[src/rtl/ball_motion_if.sv]
// Signal bundle between the ball physics engine and its neighbours (paddle, block stage, draw_ball).
// All inputs are single-cycle strobes or levels sampled on the CLK edge; there is no back-pressure.
interface ball_motion_if;
  logic        frame_tick;
  logic        start;
  logic [11:0] paddle_x;
  logic [9:0]  paddle_size;
  logic        block_hit_h;
  logic        block_hit_v;
  logic [11:0] ball_x;
  logic [10:0] ball_y;
  logic        moving;
  logic        lost;
  logic [5:0]  lives;
  logic        game_over;
  logic [1:0]  dbgState;

  modport slave (
    input  frame_tick, start, paddle_x, paddle_size, block_hit_h, block_hit_v,
    output ball_x, ball_y, moving, lost, lives, game_over, dbgState
  );

  modport master (
    output frame_tick, start, paddle_x, paddle_size, block_hit_h, block_hit_v,
    input  ball_x, ball_y, moving, lost, lives, game_over, dbgState
  );
endinterface

[src/rtl/ball_motion.sv]
// Ball physics: once per frame moves the ball, bounces it off walls, paddle and blocks,
// and tracks lives / game-over.
module ball_motion #(
  parameter int SCREEN_W  = 640,
  parameter int SCREEN_H  = 480,
  parameter int BALL_SIZE = 8,
  parameter int PADDLE_Y  = 460,
  parameter int SPEED     = 2,
  parameter int LIVES     = 3,
  parameter int START_X   = 316
) (
  input  logic         CLK,
  input  logic         reset,
  ball_motion_if.slave bus
);

  typedef enum logic [1:0] {IDLE = 2'd0, MOVE = 2'd1, LOST = 2'd2, OVER = 2'd3} state_t;

  // 14 bits so paddle_x + paddle_size never wraps
  localparam logic signed [13:0] ZERO  = 14'sd0;
  localparam logic signed [13:0] SPD   = 14'(SPEED);
  localparam logic signed [13:0] BSZ   = 14'(BALL_SIZE);
  localparam logic signed [13:0] HALFB = 14'(BALL_SIZE / 2);
  localparam logic signed [13:0] XMAX  = 14'(SCREEN_W - BALL_SIZE);
  localparam logic signed [13:0] YDROP = 14'(SCREEN_H - BALL_SIZE);
  localparam logic signed [13:0] PADY  = 14'(PADDLE_Y);

  state_t      state, stateNext;
  logic [11:0] ballX, ballXNext;
  logic [10:0] ballY, ballYNext;
  logic        dxLeft, dxLeftNext, dyDown, dyDownNext;
  logic        pendH, pendHNext, pendV, pendVNext;
  logic [5:0]  lives, livesNext;

  logic signed [13:0] sx, sy, px, ps, halfPs, nx, ny, track;
  logic               flipLeft, flipDown, topHit, paddleHit, dropOut;

  assign sx       = $signed({2'b00, ballX});
  assign sy       = $signed({3'b000, ballY});
  assign px       = $signed({2'b00, bus.paddle_x});
  assign ps       = $signed({4'b0000, bus.paddle_size});
  assign halfPs   = $signed({5'b00000, bus.paddle_size[9:1]});
  assign track    = px + halfPs - HALFB;

  assign flipLeft = dxLeft ^ (pendH | bus.block_hit_h);
  assign flipDown = dyDown ^ (pendV | bus.block_hit_v);
  assign nx       = flipLeft ? sx - SPD : sx + SPD;
  assign ny       = flipDown ? sy + SPD : sy - SPD;

  assign topHit    = !flipDown && (ny <= ZERO);
  assign paddleHit = flipDown && (sy + BSZ <= PADY) && (ny + BSZ >= PADY) &&
                     (nx + BSZ > px) && (nx < px + ps);
  assign dropOut   = !topHit && !paddleHit && (ny >= YDROP);

  always_comb begin
    stateNext  = state;
    ballXNext  = ballX;
    ballYNext  = ballY;
    dxLeftNext = dxLeft;
    dyDownNext = dyDown;
    pendHNext  = pendH;
    pendVNext  = pendV;
    livesNext  = lives;
    case (state)
      IDLE: begin
        if (track < ZERO)      ballXNext = 12'd0;
        else if (track > XMAX) ballXNext = XMAX[11:0];
        else                   ballXNext = track[11:0];
        ballYNext = 11'(PADDLE_Y - BALL_SIZE);
        pendHNext = 1'b0;
        pendVNext = 1'b0;
        if (bus.start) begin
          stateNext  = MOVE;
          dxLeftNext = 1'b0;
          dyDownNext = 1'b0;
        end
      end
      MOVE: begin
        pendHNext = pendH | bus.block_hit_h;
        pendVNext = pendV | bus.block_hit_v;
        if (bus.frame_tick) begin
          pendHNext = 1'b0;
          pendVNext = 1'b0;
          if (dropOut) begin
            // ball keeps its last on-screen position while LOST is reported
            stateNext = LOST;
          end else begin
            dxLeftNext = flipLeft;
            dyDownNext = flipDown;
            if (nx <= ZERO) begin
              ballXNext  = 12'd0;
              dxLeftNext = 1'b0;
            end else if (nx >= XMAX) begin
              ballXNext  = XMAX[11:0];
              dxLeftNext = 1'b1;
            end else begin
              ballXNext = nx[11:0];
            end
            if (topHit) begin
              ballYNext  = 11'd0;
              dyDownNext = 1'b1;
            end else if (paddleHit) begin
              ballYNext  = 11'(PADDLE_Y - BALL_SIZE);
              dyDownNext = 1'b0;
              dxLeftNext = (nx + HALFB < px + halfPs);
            end else begin
              ballYNext = ny[10:0];
            end
          end
        end
      end
      LOST: begin
        livesNext = (lives != 6'd0) ? lives - 6'd1 : 6'd0;
        if (livesNext == 6'd0) begin
          stateNext = OVER;
        end else begin
          stateNext  = IDLE;
          dxLeftNext = 1'b0;
          dyDownNext = 1'b0;
        end
      end
      OVER: begin
        stateNext = OVER;
      end
      default: stateNext = IDLE;
    endcase
  end

  always_ff @(posedge CLK) begin
    if (reset) begin
      state  <= IDLE;
      ballX  <= 12'(START_X);
      ballY  <= 11'(PADDLE_Y - BALL_SIZE);
      dxLeft <= 1'b0;
      dyDown <= 1'b0;
      pendH  <= 1'b0;
      pendV  <= 1'b0;
      lives  <= 6'(LIVES);
    end else begin
      state  <= stateNext;
      ballX  <= ballXNext;
      ballY  <= ballYNext;
      dxLeft <= dxLeftNext;
      dyDown <= dyDownNext;
      pendH  <= pendHNext;
      pendV  <= pendVNext;
      lives  <= livesNext;
    end
  end

  assign bus.ball_x    = ballX;
  assign bus.ball_y    = ballY;
  assign bus.moving    = (state == MOVE);
  assign bus.lost      = (state == LOST);
  assign bus.game_over = (state == OVER);
  assign bus.lives     = lives;
  assign bus.dbgState  = state;

endmodule

[src/flat_wrapper.sv]
// flat-port wrapper written by rule: the top's interface ports become plain ports
module ball_motion_flat 
#(
  parameter int SCREEN_W  = 640,
  parameter int SCREEN_H  = 480,
  parameter int BALL_SIZE = 8,
  parameter int PADDLE_Y  = 460,
  parameter int SPEED     = 2,
  parameter int LIVES     = 3,
  parameter int START_X   = 316
)
  (CLK, reset, bus_frame_tick, bus_start, bus_paddle_x, bus_paddle_size, bus_block_hit_h, bus_block_hit_v, bus_ball_x, bus_ball_y, bus_moving, bus_lost, bus_lives, bus_game_over, bus_dbgState);
  ball_motion_if bus_i ();
  input  logic CLK;
  input  logic reset;
  input wire logic [$bits(bus_i.frame_tick)-1:0] bus_frame_tick;
  input wire logic [$bits(bus_i.start)-1:0] bus_start;
  input wire logic [$bits(bus_i.paddle_x)-1:0] bus_paddle_x;
  input wire logic [$bits(bus_i.paddle_size)-1:0] bus_paddle_size;
  input wire logic [$bits(bus_i.block_hit_h)-1:0] bus_block_hit_h;
  input wire logic [$bits(bus_i.block_hit_v)-1:0] bus_block_hit_v;
  output wire logic [$bits(bus_i.ball_x)-1:0] bus_ball_x;
  output wire logic [$bits(bus_i.ball_y)-1:0] bus_ball_y;
  output wire logic [$bits(bus_i.moving)-1:0] bus_moving;
  output wire logic [$bits(bus_i.lost)-1:0] bus_lost;
  output wire logic [$bits(bus_i.lives)-1:0] bus_lives;
  output wire logic [$bits(bus_i.game_over)-1:0] bus_game_over;
  output wire logic [$bits(bus_i.dbgState)-1:0] bus_dbgState;
  assign bus_i.frame_tick = bus_frame_tick;
  assign bus_i.start = bus_start;
  assign bus_i.paddle_x = bus_paddle_x;
  assign bus_i.paddle_size = bus_paddle_size;
  assign bus_i.block_hit_h = bus_block_hit_h;
  assign bus_i.block_hit_v = bus_block_hit_v;
  assign bus_ball_x = bus_i.ball_x;
  assign bus_ball_y = bus_i.ball_y;
  assign bus_moving = bus_i.moving;
  assign bus_lost = bus_i.lost;
  assign bus_lives = bus_i.lives;
  assign bus_game_over = bus_i.game_over;
  assign bus_dbgState = bus_i.dbgState;
  ball_motion #(.SCREEN_W(SCREEN_W), .SCREEN_H(SCREEN_H), .BALL_SIZE(BALL_SIZE), .PADDLE_Y(PADDLE_Y), .SPEED(SPEED), .LIVES(LIVES), .START_X(START_X)) u_core (.CLK(CLK), .reset(reset), .bus(bus_i));
endmodule
[config.mk]
export PLATFORM = sky130hd
export DESIGN_NAME = ball_motion_flat
export DESIGN_NICKNAME = d
export VERILOG_FILES = /design/src/rtl/ball_motion_if.sv /design/src/rtl/ball_motion.sv /design/src/flat_wrapper.sv
export SDC_FILE = /design/constraint.sdc
export NUM_CORES = 1
export LEC_CHECK = 0
export ABC_AREA = 1
export BUFFER_PORTS_ARGS = -buffer_cell sky130_fd_sc_hd__buf_4
export CELL_PAD_IN_SITES_DETAIL_PLACEMENT = 0
export CELL_PAD_IN_SITES_GLOBAL_PLACEMENT = 1
export CORE_UTILIZATION = 46
export DETAILED_ROUTE_END_ITERATION = 10
export GPL_TIMING_DRIVEN = 0
export PLACE_DENSITY = 0.89
export SLEW_MARGIN = 5
export SYNTH_ARGS = -nofsm -noshare
export SYNTH_HDL_FRONTEND = slang
export SYNTH_SLANG_ARGS = --single-unit
[constraint.sdc]
create_clock -name CLK -period 7.6 [get_ports CLK]
set_input_delay 1.52 -clock CLK [delete_from_list [all_inputs] [get_ports CLK]]
set_output_delay 1.52 -clock CLK [all_outputs]
set_load 0.01 [all_outputs]
Word level (Yosys, flattened, before mapping). Cells that the tools add are included.

Reductions and logical operators: 18. Multiplexer cells: 38. $lt $le $gt $ge: 11. $add $sub $neg: 12. Equality and inequality tests: 8. Bitwise gates (word level): 4.

Operators with widths (count): two-way mux 12 bit (6); two-way mux 11 bit (4); adder 14 x 5 -> 14 bit, second input constant (2); >= comparator 14 x 10 -> 1 bit, second input constant (2); less-or-equal comparator 14 x 1 -> 1 bit, second input constant (2); < comparator 14 bit (2); two-way mux 14 bit (2); one-hot mux 12 bit (2 select lines) (1); one-hot mux 11 bit (2 select lines) (1); adder 14 x 4 -> 14 bit, second input constant (1); >= comparator 14 x 11 -> 1 bit, second input constant (1); greater-than comparator 14 x 11 -> 1 bit, second input constant (1); greater-than comparator 14 x 13 -> 1 bit (1); less-or-equal comparator 14 x 10 -> 1 bit, second input constant (1); < comparator 14 x 1 -> 1 bit, second input constant (1); two-way mux 1 bit (14); subtractor 13 x 3 -> 14 bit, second input constant (1); adder 12 x 10 -> 13 bit (1); adder 12 x 2 -> 13 bit, second input constant (1); adder 12 x 9 -> 13 bit (1); subtractor 12 x 2 -> 13 bit, second input constant (1); adder 11 x 2 -> 12 bit, second input constant (1); adder 11 x 4 -> 12 bit, second input constant (1); subtractor 11 x 2 -> 12 bit, second input constant (1); 21 further kinds (41).

Input port bits: 28. Word-level logic and storage cells: 99. Register bits: 35.

Depth between registers and ports, before layout.
Depth after elaboration: 14. Gate-level depth with buffers: 30. Gate-level depth less buffers: 29.

Worst setup path before layout. OpenSTA, ideal clock, no wires.

Path type: input to register. From: input bus_block_hit_h. To: register u_core.ballX[2] (netlist: u_core.bus.ball_x[2]). Path buffers: 2. Data arrival time: 4.598 ns. Setup time: 0.134 ns. Setup slack: 2.869 ns. Stages on the path: 26. Cell sequence: o21ai_2 > nand2_4 > buf_6 > o21ai_1 > nand2_1 > inv_2 > ha_1 > inv_1 > nor2_1 > inv_1 > nor2_1 > xor2_1 > ha_1 > nand2_1 > nor2_1 > a211oi_1 > a21oi_1 > o21ai_0 > a21oi_4 > nand3_4 > nand4_4 > nand2_8 > inv_4 > buf_8 > nand2_1 > nand3_1.

Cells in the longest elaborated chain, start to end: 12. Elaborated cells between the ends (all ways): 20. Those cells by class: add/sub: 1; order compare: 4; eq/ne: 1; mux: 6; bitwise: 2; reduce/logical: 6.

RTL lines: start: declaration (RTL line flat_wrapper.sv:20) `input wire logic [$bits(bus_i.block_hit_h)-1:0] bus_block_hit_h;`; bitwise OR 1 bit (*) (RTL line ball_motion.sv:45) `assign flipLeft = dxLeft ^ (pendH | bus.block_hit_h);`; bitwise XOR 1 bit (*) (RTL line ball_motion.sv:45); two-way mux 14 bit (*) (RTL line ball_motion.sv:47) `assign nx = flipLeft ? sx - SPD : sx + SPD;`; adder 14 x 5 -> 14 bit (RTL line ball_motion.sv:52) `(nx + BSZ > px) && (nx < px + ps);`; greater-than comparator 14 x 13 -> 1 bit (RTL line ball_motion.sv:52); logical AND 1 bit (RTL line ball_motion.sv:51) `assign paddleHit = flipDown && (sy + BSZ <= PADY) && (ny + BSZ >= PADY) &&`; logical AND 1 bit (RTL line ball_motion.sv:52); logical NOT 1 bit (RTL line ball_motion.sv:53) `assign dropOut = !topHit && !paddleHit && (ny >= YDROP);`; logical AND 1 bit (2 in a row) (RTL line ball_motion.sv:53); inequality test 2 bit (no source line); AND reduction 3 bit (no source line); end signal: assignment (RTL line ball_motion.sv:132) `ballX <= 12'(START_X);`; end signal: assignment (RTL line ball_motion.sv:141) `ballX <= ballXNext;`; end: declaration (RTL line ball_motion.sv:29) `logic [11:0] ballX, ballXNext;`.

Every way passes the cells marked *; elsewhere a longest branch is shown, timed or not. The select of a mux whose other input is x is not followed. A chain may end at the register's enable or synchronous reset.

Worst setup path in the final report.
From: input bus_block_hit_h. To: register u_core.ballX[3] (netlist: u_core.bus.ball_x[3]).

Same word-level chain as after synthesis.

==> run summary <==
Slew Viols, Final: 0
Syn Inst Count: 1,077
crit path kind: in2reg
Die X: 118 um
power density relative to cell area: 277 nW/um^2
drt drc: 0
peak fanout along the critical path: 10
CTS Root Cell: clkbuf_16
synth unique cells: 51
RSZ-0062 raised after global routing: false
CTS max path bufs: 2
Post-Syn Area: 6230 sq um
WL/cell: 13.8 um
Rows: 42
crit end category: flip-flop
Routed WL: 18,200 um
Synth warnings: 0
DIE AREA: 14,000 sq um
RePlAce Congestion: 0.904
Max Fclk: 182 MHz
Antenna Nets Post-Route: 0
Compound-Gate Fraction of Synth Area: 11.0%
Fill cells: 1,437
post_cts resized: 0
simple-gate share of the synthesized area: 47.0%
CP Buf/Inv Count: 7
final core occ: 53.3%
first-pass GRT wire length: 30,000 um
critical path's top delay family: simple AND/OR/NAND/NOR gates
Most used DFF post-synth: dfxtp_1
Multi-input gate area: 4850 sq um
Async SR Flop Fraction: 0%
clock tree from TritonCTS: yes
Seq/Total Area, Yosys: 10.9%
drt first-iter violations: 585
gr ovfl total: 0
port bufs: 60
Die H: 118 um
worst path arrival time: 5620 ps
hold_buf cts: 0
Adder-Cell Fraction of Synth Area: 14.9%
largest family of logic cells by synthesized area: simple AND/OR/NAND/NOR gates
outcome: finished, final reports clean
maximum VDD drop: 0.0907 mV
Num CTS Buffers: 5
vias in the first global route: 5,978
initial antenna violation count: 0
critical path launch point type: input port
switch share: 55.9%
Setup Buffers After CTS: 0
layout cells sized above 1: 13.3%
Worst path max stage delay: 380 ps
gr usage total: 26.5%
largest net degree at the start of global routing: 11
Avg Cell Area, Syn: 5.79 sq um
H-tree levels: 2
Reg power frac: 13.9%
syn_nets: 1,178
vias per cell: 5.19
power share of the clock group: 10.4%
Reg area: 681 sq um
number of flops mapped to enable cells by yosys: 0
Max Cap Viol: 0
slowest CP cell: o21ai_0
Leak: 3.79 nW
Initial Util: 47.1%
worst skew pair latency: 280 ps
CTS sink count: 34
first-pass iteration count of the detailed router: 6
hold_ws: 489 ps
setup_tns: 0 ps
Critical Path RT: 7740 ps
internal power: 0.000863 W
Slew Limit Headroom: 51.9%
Core Region: 13,200 sq um
worst hold path class: reg2reg
Final Hold Viols: 0
diode count: 0
final non-filler cell total: 1,321
Syn-to-layout area delta: 13.1%
minimum clock period after layout: 5480 ps
# setup viols final: 0
Combinational Power Share: 75.7%
Cells after DPL: 1,313
I/O pin cnt: 62
HPWL Detailed: 15,300 um
switching pwr: 0.00109 W
Slew @ Worst Pin: 721 ps
flops & latches, synth: 34
Final Skew: 4.59 ps
Layout Nets: 1,245
Clock transition at path regs: 50 ps
final period utilization: 72.1%
mux share of post-synthesis cell area: 0%
Synth Area in XOR/XNOR: 4.92%
Vias: 6,859
==> cell families (layout without fill, tap and decap cells) <==
| family | after synthesis | count (layout) |
|---|---|---|
| other | 1 | 1 |
| adders and majority gates | 73 | 73 |
| AOI/OAI and AO/OA | 119 | 119 |
| buffers and inverters | 169 | 237 |
| DFF | 34 | 34 |
| and+or+nand+nor | 646 | 646 |
| xor gates and xnor gates | 35 | 35 |
==> stage by stage <==
stage          total power (W)  setup WS [ps]  cell area (sq um)
5_1_grt                0.00216           1890               7050
2_1_floorplan          0.00135           2870               6230
3_5_place_dp           0.00173           1910               6910
6_report               0.00196           2120               7050
3_3_place_gp           0.00172           1910               6910
4_1_cts                0.00195           2180               7050
==> cells in the mapped netlist (5+ instances only) <==
cell / count / area share (%)
nand2_1: 343 / 21
inv_1: 134 / 8.1
nor2_1: 107 / 6.4
nand3_1: 91 / 7.3
ha_1: 71 / 14
a21oi_1: 45 / 3.6
o21ai_0: 35 / 2.8
dfxtp_1: 34 / 11
nand4_1: 28 / 2.8
xor2_1: 24 / 3.4
nor3_1: 19 / 1.5
nand2_2: 17 / 1.7
inv_2: 14 / 0.84
xnor2_1: 11 / 1.5
nor2_4: 9 / 1.6
nor2_2: 8 / 0.80
o21ai_1: 7 / 0.56
buf_2: 5 / 0.40
clkbuf_1: 5 / 0.30
nand2_4: 5 / 0.90
==> worst register-to-register path: stages (launching register included) <==
cell	delay, ps
dfxtp_1	510
inv_1	140
ha_1	320
xnor2_1	150
nand2_1	70
nand2_1	130
inv_2	200
ha_1	200
inv_1	90
nor2_1	160
inv_1	80
nor2_1	150
xor2_1	220
ha_1	270
nand2_1	100
nor2_1	50
a211oi_1	170
a21oi_1	90
o21ai_0	380
a21oi_4	130
nand3_4	130
nand4_4	190
nand2_8	170
inv_4	80
buf_8	150
nand2_1	70
nand3_1	60
==> layout by cell type (no fill, tap or decap), types with 3 or more instances in the layout <==
| cell type | n |
|---|---|
| a211oi_1 | 3 |
| a21oi_1 | 45 |
| buf_2 | 5 |
| buf_4 | 64 |
| buf_6 | 4 |
| clkbuf_1 | 6 |
| clkbuf_16 | 5 |
| dfxtp_1 | 34 |
| ha_1 | 71 |
| inv_1 | 134 |
| inv_2 | 14 |
| nand2_1 | 343 |
| nand2_2 | 17 |
| nand2_4 | 5 |
| nand3_1 | 91 |
| nand3b_1 | 4 |
| nand4_1 | 28 |
| nor2_1 | 107 |
| nor2_2 | 8 |
| nor2_4 | 9 |
| nor3_1 | 19 |
| nor3_2 | 4 |
| o211ai_1 | 4 |
| o21ai_0 | 35 |
| o21ai_1 | 7 |
| o21ai_2 | 4 |
| o21bai_1 | 3 |
| o22ai_1 | 4 |
| o31ai_1 | 3 |
| xnor2_1 | 11 |
| xor2_1 | 24 |
==> path summary, 6_finish.rpt <==
path / from / end / slack (ps) / cells after the start
setup / recovery: bus_block_hit_h / u_core.bus.ball_x[3] / 2120 / 27
hold / removal: u_core.dxLeft / u_core.dxLeft / 490 / 2
setup reg to reg: u_core.bus.ball_x[1] / u_core.bus.ball_x[3] / 2990 / 26
hold reg to reg: u_core.dxLeft / u_core.dxLeft / 490 / 2
==> final cells by class <==
type / instances / share of cell area, %
flip-flops and latches: 34 / 9.65
repair buffers: 60 / 6.39
multi-input cells: 874 / 68.8
well taps: 176 / 3.12
inverters: 150 / 8.02
plain buffers: 19 / 1.90
clock buffers: 7 / 2.02
clock inverters: 1 / 0.0710
==> registers in the layout, summed over array words and instances, names as in the netlist <==
register,count
u_core.pendV,1
u_core.pendH,1
u_core.dxLeft,1
u_core.dyDown,1
u_core.bus.ball_y,10
u_core.bus.ball_x,12
u_core.bus.lives,6
u_core.bus.dbgState,2
==> power by group through the flow <==
| stage | combinational, W | sequential [W] | clock [W] |
|---|---|---|---|
| 2_1_floorplan | 0.00107 | 0.000274 | 0 |
| 3_3_place_gp | 0.00145 | 0.000274 | 0 |
| 3_5_place_dp | 0.00146 | 0.000274 | 0 |
| 4_1_cts | 0.00147 | 0.000271 | 0.000208 |
| 5_1_grt | 0.00167 | 0.000277 | 0.000219 |
| 6_report | 0.00148 | 0.000272 | 0.000204 |
==> layer usage <==
| metal | share of wire [%] | GRT usage [%] | vias to the layer above |
|---|---|---|---|
| met3 | 4.1 | 2.51 | 21 |
| met2 | 42 | 39.7 | 151 |
| li1 | - | - | 3614 |
| met4 | 1.6 | 5.62 | 0 |
| met5 | 0 | 0 | - |
| met1 | 52 | 40.4 | 3073 |
Note: power is estimated with default switching activity, not from simulation.
